`src/rtl/oric_kbd_pkg.sv`:
```
// Shared types and helpers for the Oric keyboard matrix scanner.
package oric_kbd_pkg;

  localparam int MATRIX_ROWS = 8;
  localparam int MATRIX_COLS = 8;
  localparam int MAP_W       = MATRIX_ROWS * MATRIX_COLS;
  localparam int TIMER_W     = 16;

  // Explicit encodings keep the state values stable for older tooling and probes.
  typedef enum logic [2:0] {
    ST_IDLE    = 3'd0,
    ST_SETTLE  = 3'd1,
    ST_SAMPLE  = 3'd2,
    ST_PUBLISH = 3'd3,
    ST_GAP     = 3'd4
  } scan_state_t;

  function automatic logic [7:0] col_onecold(input logic [2:0] sel);
    return ~(8'b1 << sel);
  endfunction

endpackage

```
`src/rtl/kbd_scan_timer.sv`:
```
// Settle/gap counter: clears, counts when enabled, flags the last cycle before limit.
module kbd_scan_timer #(
  parameter int W = 16
) (
  input  logic         clk_sys,
  input  logic         reset,
  input  logic         clear,
  input  logic         en,
  input  logic [W-1:0] limit,
  output logic         last
);

  logic [W-1:0] count;
  logic [W:0]   count_inc;

  // last is high on the cycle whose increment would reach limit.
  assign count_inc = {1'b0, count} + {{W{1'b0}}, 1'b1};
  assign last      = (count_inc == {1'b0, limit});

  always_ff @(posedge clk_sys or posedge reset) begin
    if (reset)
      count <= '0;
    else if (clear)
      count <= '0;
    else if (en)
      count <= count_inc[W-1:0];
  end

endmodule

```
`src/rtl/kbd_scan_arbiter.sv`:
```
// Keyboard matrix arbiter: CPU has priority, idle cycles feed a background
// scanner that publishes a 64-bit key map snapshot.
module kbd_scan_arbiter
  import oric_kbd_pkg::*;
#(
  parameter int SETTLE    = 2,
  parameter int FRAME_GAP = 1000
) (
  input  logic             clk_sys,
  input  logic             reset,
  input  logic             scan_en,
  input  logic             cpu_req,
  input  logic [2:0]       cpu_row,
  input  logic [7:0]       cpu_col,
  input  logic             key_hit,
  output logic [2:0]       row,
  output logic [7:0]       col,
  output logic             cpu_key_hit,
  output logic [MAP_W-1:0] map,
  output logic             map_valid,
  output logic             frame_done,
  output logic             changed,
  output logic             any_key
);

  localparam logic [TIMER_W-1:0] SETTLE_CNT = TIMER_W'(SETTLE);
  localparam logic [TIMER_W-1:0] GAP_CNT    = TIMER_W'(FRAME_GAP);

  scan_state_t        state;
  logic [5:0]         idx;
  logic [MAP_W-1:0]   shadow;
  logic               cpu_req_d;
  logic               timer_clr;
  logic               timer_en;
  logic               timer_last;
  logic [TIMER_W-1:0] timer_limit;

  kbd_scan_timer #(.W(TIMER_W)) u_timer (
    .clk_sys (clk_sys),
    .reset   (reset),
    .clear   (timer_clr),
    .en      (timer_en),
    .limit   (timer_limit),
    .last    (timer_last)
  );

  always_comb begin
    if (cpu_req) begin
      row = cpu_row;
      col = cpu_col;
    end else if (state == ST_SETTLE || state == ST_SAMPLE) begin
      row = idx[5:3];
      col = col_onecold(idx[2:0]);
    end else begin
      row = 3'd0;
      col = 8'hFF;
    end
  end

  // Any CPU cycle during settle/sample restarts the current position from zero.
  always_comb begin
    timer_clr   = 1'b0;
    timer_en    = 1'b0;
    timer_limit = (state == ST_GAP) ? GAP_CNT : SETTLE_CNT;
    case (state)
      ST_SETTLE: begin
        timer_clr = cpu_req;
        timer_en  = ~cpu_req;
      end
      ST_GAP:  timer_en  = 1'b1;
      default: timer_clr = 1'b1;
    endcase
  end

  assign frame_done = (state == ST_PUBLISH);
  assign changed    = frame_done && ((shadow != map) || !map_valid);

  always_ff @(posedge clk_sys or posedge reset) begin
    if (reset) begin
      state     <= ST_IDLE;
      idx       <= 6'd0;
      shadow    <= '0;
      map       <= '0;
      map_valid <= 1'b0;
      any_key   <= 1'b0;
    end else begin
      case (state)
        ST_IDLE: begin
          if (scan_en) begin
            idx    <= 6'd0;
            shadow <= '0;
            state  <= ST_SETTLE;
          end
        end
        ST_SETTLE: begin
          if (!scan_en)
            state <= ST_IDLE;
          else if (!cpu_req && timer_last)
            state <= ST_SAMPLE;
        end
        ST_SAMPLE: begin
          if (!scan_en) begin
            state <= ST_IDLE;
          end else if (cpu_req) begin
            state <= ST_SETTLE;
          end else begin
            shadow[idx] <= key_hit;
            if (idx == 6'd63) begin
              state <= ST_PUBLISH;
            end else begin
              idx   <= idx + 6'd1;
              state <= ST_SETTLE;
            end
          end
        end
        ST_PUBLISH: begin
          map       <= shadow;
          any_key   <= |shadow;
          map_valid <= 1'b1;
          state     <= (FRAME_GAP == 0) ? ST_IDLE : ST_GAP;
        end
        ST_GAP: begin
          if (!scan_en || timer_last)
            state <= ST_IDLE;
        end
        default: state <= ST_IDLE;
      endcase
    end
  end

  // The first CPU cycle still carries the scanner's position, so it is skipped.
  always_ff @(posedge clk_sys or posedge reset) begin
    if (reset) begin
      cpu_req_d   <= 1'b0;
      cpu_key_hit <= 1'b0;
    end else begin
      cpu_req_d <= cpu_req;
      if (cpu_req && cpu_req_d)
        cpu_key_hit <= key_hit;
    end
  end

endmodule

```
`config.mk`:
```
export PLATFORM = sky130hd
export DESIGN_NAME = kbd_scan_arbiter
export DESIGN_NICKNAME = d
export VERILOG_FILES = /design/src/rtl/oric_kbd_pkg.sv /design/src/rtl/kbd_scan_timer.sv /design/src/rtl/kbd_scan_arbiter.sv
export SDC_FILE = /design/constraint.sdc
export NUM_CORES = 1
export LEC_CHECK = 0
export ABC_AREA = 1
export CELL_PAD_IN_SITES_DETAIL_PLACEMENT = 1
export CELL_PAD_IN_SITES_GLOBAL_PLACEMENT = 1
export CORE_MARGIN = 4
export CORE_UTILIZATION = 35
export DETAILED_ROUTE_END_ITERATION = 16
export GPL_ROUTABILITY_DRIVEN = 0
export GPL_TIMING_DRIVEN = 0
export PLACE_DENSITY_LB_ADDON = 0.1
export SLEW_MARGIN = 15
export SYNTH_ARGS = -nofsm -noshare
export SYNTH_HDL_FRONTEND = slang
export SYNTH_SLANG_ARGS = --single-unit
```
`constraint.sdc`:
```
create_clock -name clk_sys -period 13.3 [get_ports clk_sys]
set_clock_uncertainty 0.15 [all_clocks]
set_input_delay 1.33 -clock clk_sys [delete_from_list [all_inputs] [get_ports clk_sys]]
set_output_delay 1.33 -clock clk_sys [all_outputs]
set_load 0.1 [all_outputs]
```
==> flow_metrics.py, run 1 <==
metrics = {
    "setup_path": {
        "crit_slowest_cell": "clkdlybuf4s50_1",
        "critPathLaunch": "cpu_req",
        "reg2reg_slack_ns": 10.99,
        "reg2reg_depth": 6,
        "r2r-start": "state[2]",
        "crit_path_max_fanout": 10,
        "cp.required_ns": 11.82,
        "reg2reg_to": "map[8]",
        "crit_chain": "clkdlybuf4s50_1, buf_2, inv_2, buf_1, nor2_1, a31oi_1, clkdlybuf4s50_1",
        "slowest_delay_ns": 1.16,
        "worstSetupStartpointType": "input pin",
        "cp_common_cell": "clkdlybuf4s50_1",
        "worst_setup_path_end_kind": "output pin",
        "cp.arrival_ns": 3.84,
        "path_class": "input pin to output pin",
    },
    "cts": {
        "cts-hold-fix-buffers": 0,
        "cts-buffers-inserted": 17,
        "clkTransAtPathRegs_ns": 0.07,
        "h-tree-depth": 4,
        "cts_root_buf": "clkbuf_16",
        "clock_latency_ns": 0.43,
        "cts_setup_buffers": 0,
        "clkSinkCount": 157,
        "cts.path.max_buffers": 2,
        "cts_tree": "built",
        "post_cts_resized": 0,
    },
    "yosys": {
        "synth_compound_area_share_pct": 17.6,
        "synth_top_family_by_area": "simple AND/OR/NAND/NOR gates",
        "netlist.area_leader.share_pct": 46.4,
        "synthMuxAreaShare_pct": 0,
        "synth_area_leaders": "dfrtp_1 46%, inv_1 8.7%, nand2_1 8.2%",
        "synth_flop_cell": "dfrtp_1",
        "synth_xor_area_share_pct": 1.96,
        "synthDistinctLibCells": 38,
        "yosysMostFrequentCell": "inv_1",
        "synth.avg_cell_area_sq_um": 7.63,
        "yosysWarningCount": 0,
        "synth_edf_count": 0,
        "async_flop_share_pct": 100,
        "yosys.area.top_type": "dfrtp_1",
        "synthTopCellsByCount": "196 x inv_1, 185 x nand2_1, 157 x dfrtp_1, 140 x nor2_1",
        "synthAdderAreaFrac_pct": 1.03,
        "ys_seq_area_share_pct": 46.4,
        "yosys.area_share.simple_pct": 21.6,
        "netlist_instances": 1111,
        "syn_nets": 1134,
        "synth-seq-cells": 157,
        "synth_area_sq_mm": 0.00847,
    },
    "place": {
        "port_buffers": 95,
        "dpl_cell_area_sq_mm": 0.00986,
        "place_hpwl_microns": 23100,
        "placed_cells": 1526,
    },
    "global_routing": {
        "grt_pass1_vias": 8363,
        "grt_max_degree": 98,
        "grt_use_total_pct": 23.9,
        "grt_pass1_wl_microns": 49000,
        "antenna_found_initial": 0,
        "overflow": 0,
    },
    "detailed_routing": {
        "vias": 8135,
        "dr.pass1.iters": 5,
        "drtIter0Drc": 437,
        "wl_per_cell_microns": 20.1,
        "drc": 0,
        "routed_wl_microns": 31200,
        "ant_nets": 0,
        "via_per_inst": 5.22,
    },
    "worst_hold_path": {
        "hold_start": "cpu_req_d",
        "worstHoldEndpoint": "cpu_key_hit",
        "worstHoldPathType": "flop to flop",
        "hold_depth": 1,
    },
    "final_layout": {
        "postLayoutCellArea_sq_mm": 0.0105,
        "drive_gt1_share_pct": 6.06,
        "fill_cells": 2881,
        "diodes": 0,
        "areaGrowthSynthToFinish_pct": 24.1,
        "nets": 1249,
        "final_cells": 1557,
    },
    "floorplanning": {
        "io_pins": 96,
        "start_util_pct": 35.9,
        "die_h_microns": 164,
        "num_rows": 56,
        "core_sq_mm": 0.0236,
        "die-area_sq_mm": 0.0268,
        "fp.dieW_microns": 164,
    },
    "power_and_ir_drop": {
        "total_power_mw": 2.17,
        "p_leak_nw": 4.53,
        "pwr_density_cell_mw_per_mm2": 206,
        "max-vdd-ir-drop_uv": 81.0,
    },
    "timing": {
        "maxSlewViolCount": 0,
        "finalHoldViolCount": 0,
        "rsz0062_at_grt": "false",
        "period_minus_slack_ns": 5.32,
        "holdWs_ns": 0.323,
        "setup_violations": 0,
        "maxSlewHeadroom_pct": 33.3,
        "fin_crit_sh_pct": 40.0,
        "worstMarginPinSlew_ns": 0.997,
        "finalSetupTns_ns": 0,
        "fmax_mhz": 188,
    },
    "job": {
        "drv_cap": 0,
    },
    "run_status": {
        "status": "finished clean",
    },
}
==> logic make-up after synthesis <==
kind of cell,Yosys count
buffers and inverters,240
AOI/OAI and AO/OA,265
and+or+nand+nor,423
xor gates and xnor gates,19
DFF,157
adders and majority gates,7
==> registers in the layout, indices dropped and copies added (netlist names), 3 cells and up <==
signal / count
idx: 6
map: 64
state: 3
u_timer.count: 16
shadow: 64
==> layer usage <==
layer | GRT usage [%] | share of wire [%] | vias to the layer above
li1 | - | - | 3860
met1 | 33.2 | 46 | 4013
met2 | 39.2 | 47 | 219
met3 | 3.48 | 5.3 | 43
met4 | 6.60 | 2.2 | 0
met5 | 0 | 0 | -
==> final cells by class <==
type	instances	area [sq um]	share of cell area, %
sequential	157	3930	37.4
timing repair buffer	96	978	9.31
clock inverter	13	215	2.05
buffer	41	226	2.15
inverter	199	754	7.18
tap	319	399	3.80
clock buffer	18	439	4.18
multi-input combinational	714	3570	34.0
==> worst max path at each step <==
stage / endpoint
2_1_floorplan: any_key
3_3_place_gp: map[10]
3_5_place_dp: col[3]
4_1_cts: col[6]
5_1_grt: col[6]
6_report: col[6]
==> report_power, final <==
part | internal (mW) | switching, mW
sequential | 0.538 | 0.0714
combinational | 0.243 | 0.763
clock | 0.339 | 0.217
==> worst max-delay path, delay by kind of cell <==
kind / cells / cell delay [ns]
AOI/OAI and AO/OA: 1 / 0.15
buffers and inverters: 5 / 2.27
and+or+nand+nor: 1 / 0.08
==> layout by cell type (no fill, tap or decap), types with 3 or more instances in the layout <==
cell | Yosys | layout
a211oi_1 | 3 | 3
a21oi_1 | 74 | 74
a31oi_1 | 9 | 9
buf_2 | 16 | 16
buf_6 | 7 | 7
bufinv_16 | 0 | 5
clkbuf_1 | 16 | 16
clkbuf_16 | 0 | 17
clkdlybuf4s50_1 | 0 | 95
clkinv_4 | 0 | 5
dfrtp_1 | 157 | 157
ha_1 | 7 | 7
inv_1 | 196 | 195
inv_2 | 3 | 3
nand2_1 | 185 | 185
nand2_2 | 4 | 4
nand3_1 | 31 | 31
nand4_1 | 22 | 22
nor2_1 | 140 | 140
nor2_4 | 5 | 5
nor3_1 | 14 | 14
nor4_1 | 14 | 14
o21ai_0 | 82 | 82
o21ai_1 | 6 | 6
o22ai_1 | 82 | 82
xnor2_1 | 7 | 7
xor2_1 | 12 | 12
==> stage by stage <==
step                      setup slack [ns]  util [%]
after floorplan                       7.59         -
after global placement                4.92      41.6
after detailed placement              7.96      41.8
after CTS                             7.95      44.5
after global routing                  7.80      44.5
final                                 7.98      44.5
Power figures use the tool's default switching activity.
==> run 2, diff against run 1 <==
Clock period 13.3 ns to 5.1 ns, I/O delays scaled along.
==> results of run 2 <==
Same layout as run 1 (identical final DEF). Status: finished clean.
Main changes from that run: setup slack after placement 7.96 ns -> 1.40 ns; setup slack after layout 7.98 ns -> 1.00 ns; start point of the critical path cpu_req -> state[2]; end point of the critical path col[6] -> changed; register-to-register setup slack 10.99 ns -> 2.79 ns; total power 2.17 mW -> 5.66 mW; worst IR drop on VDD 81.0 uV -> 211 uV
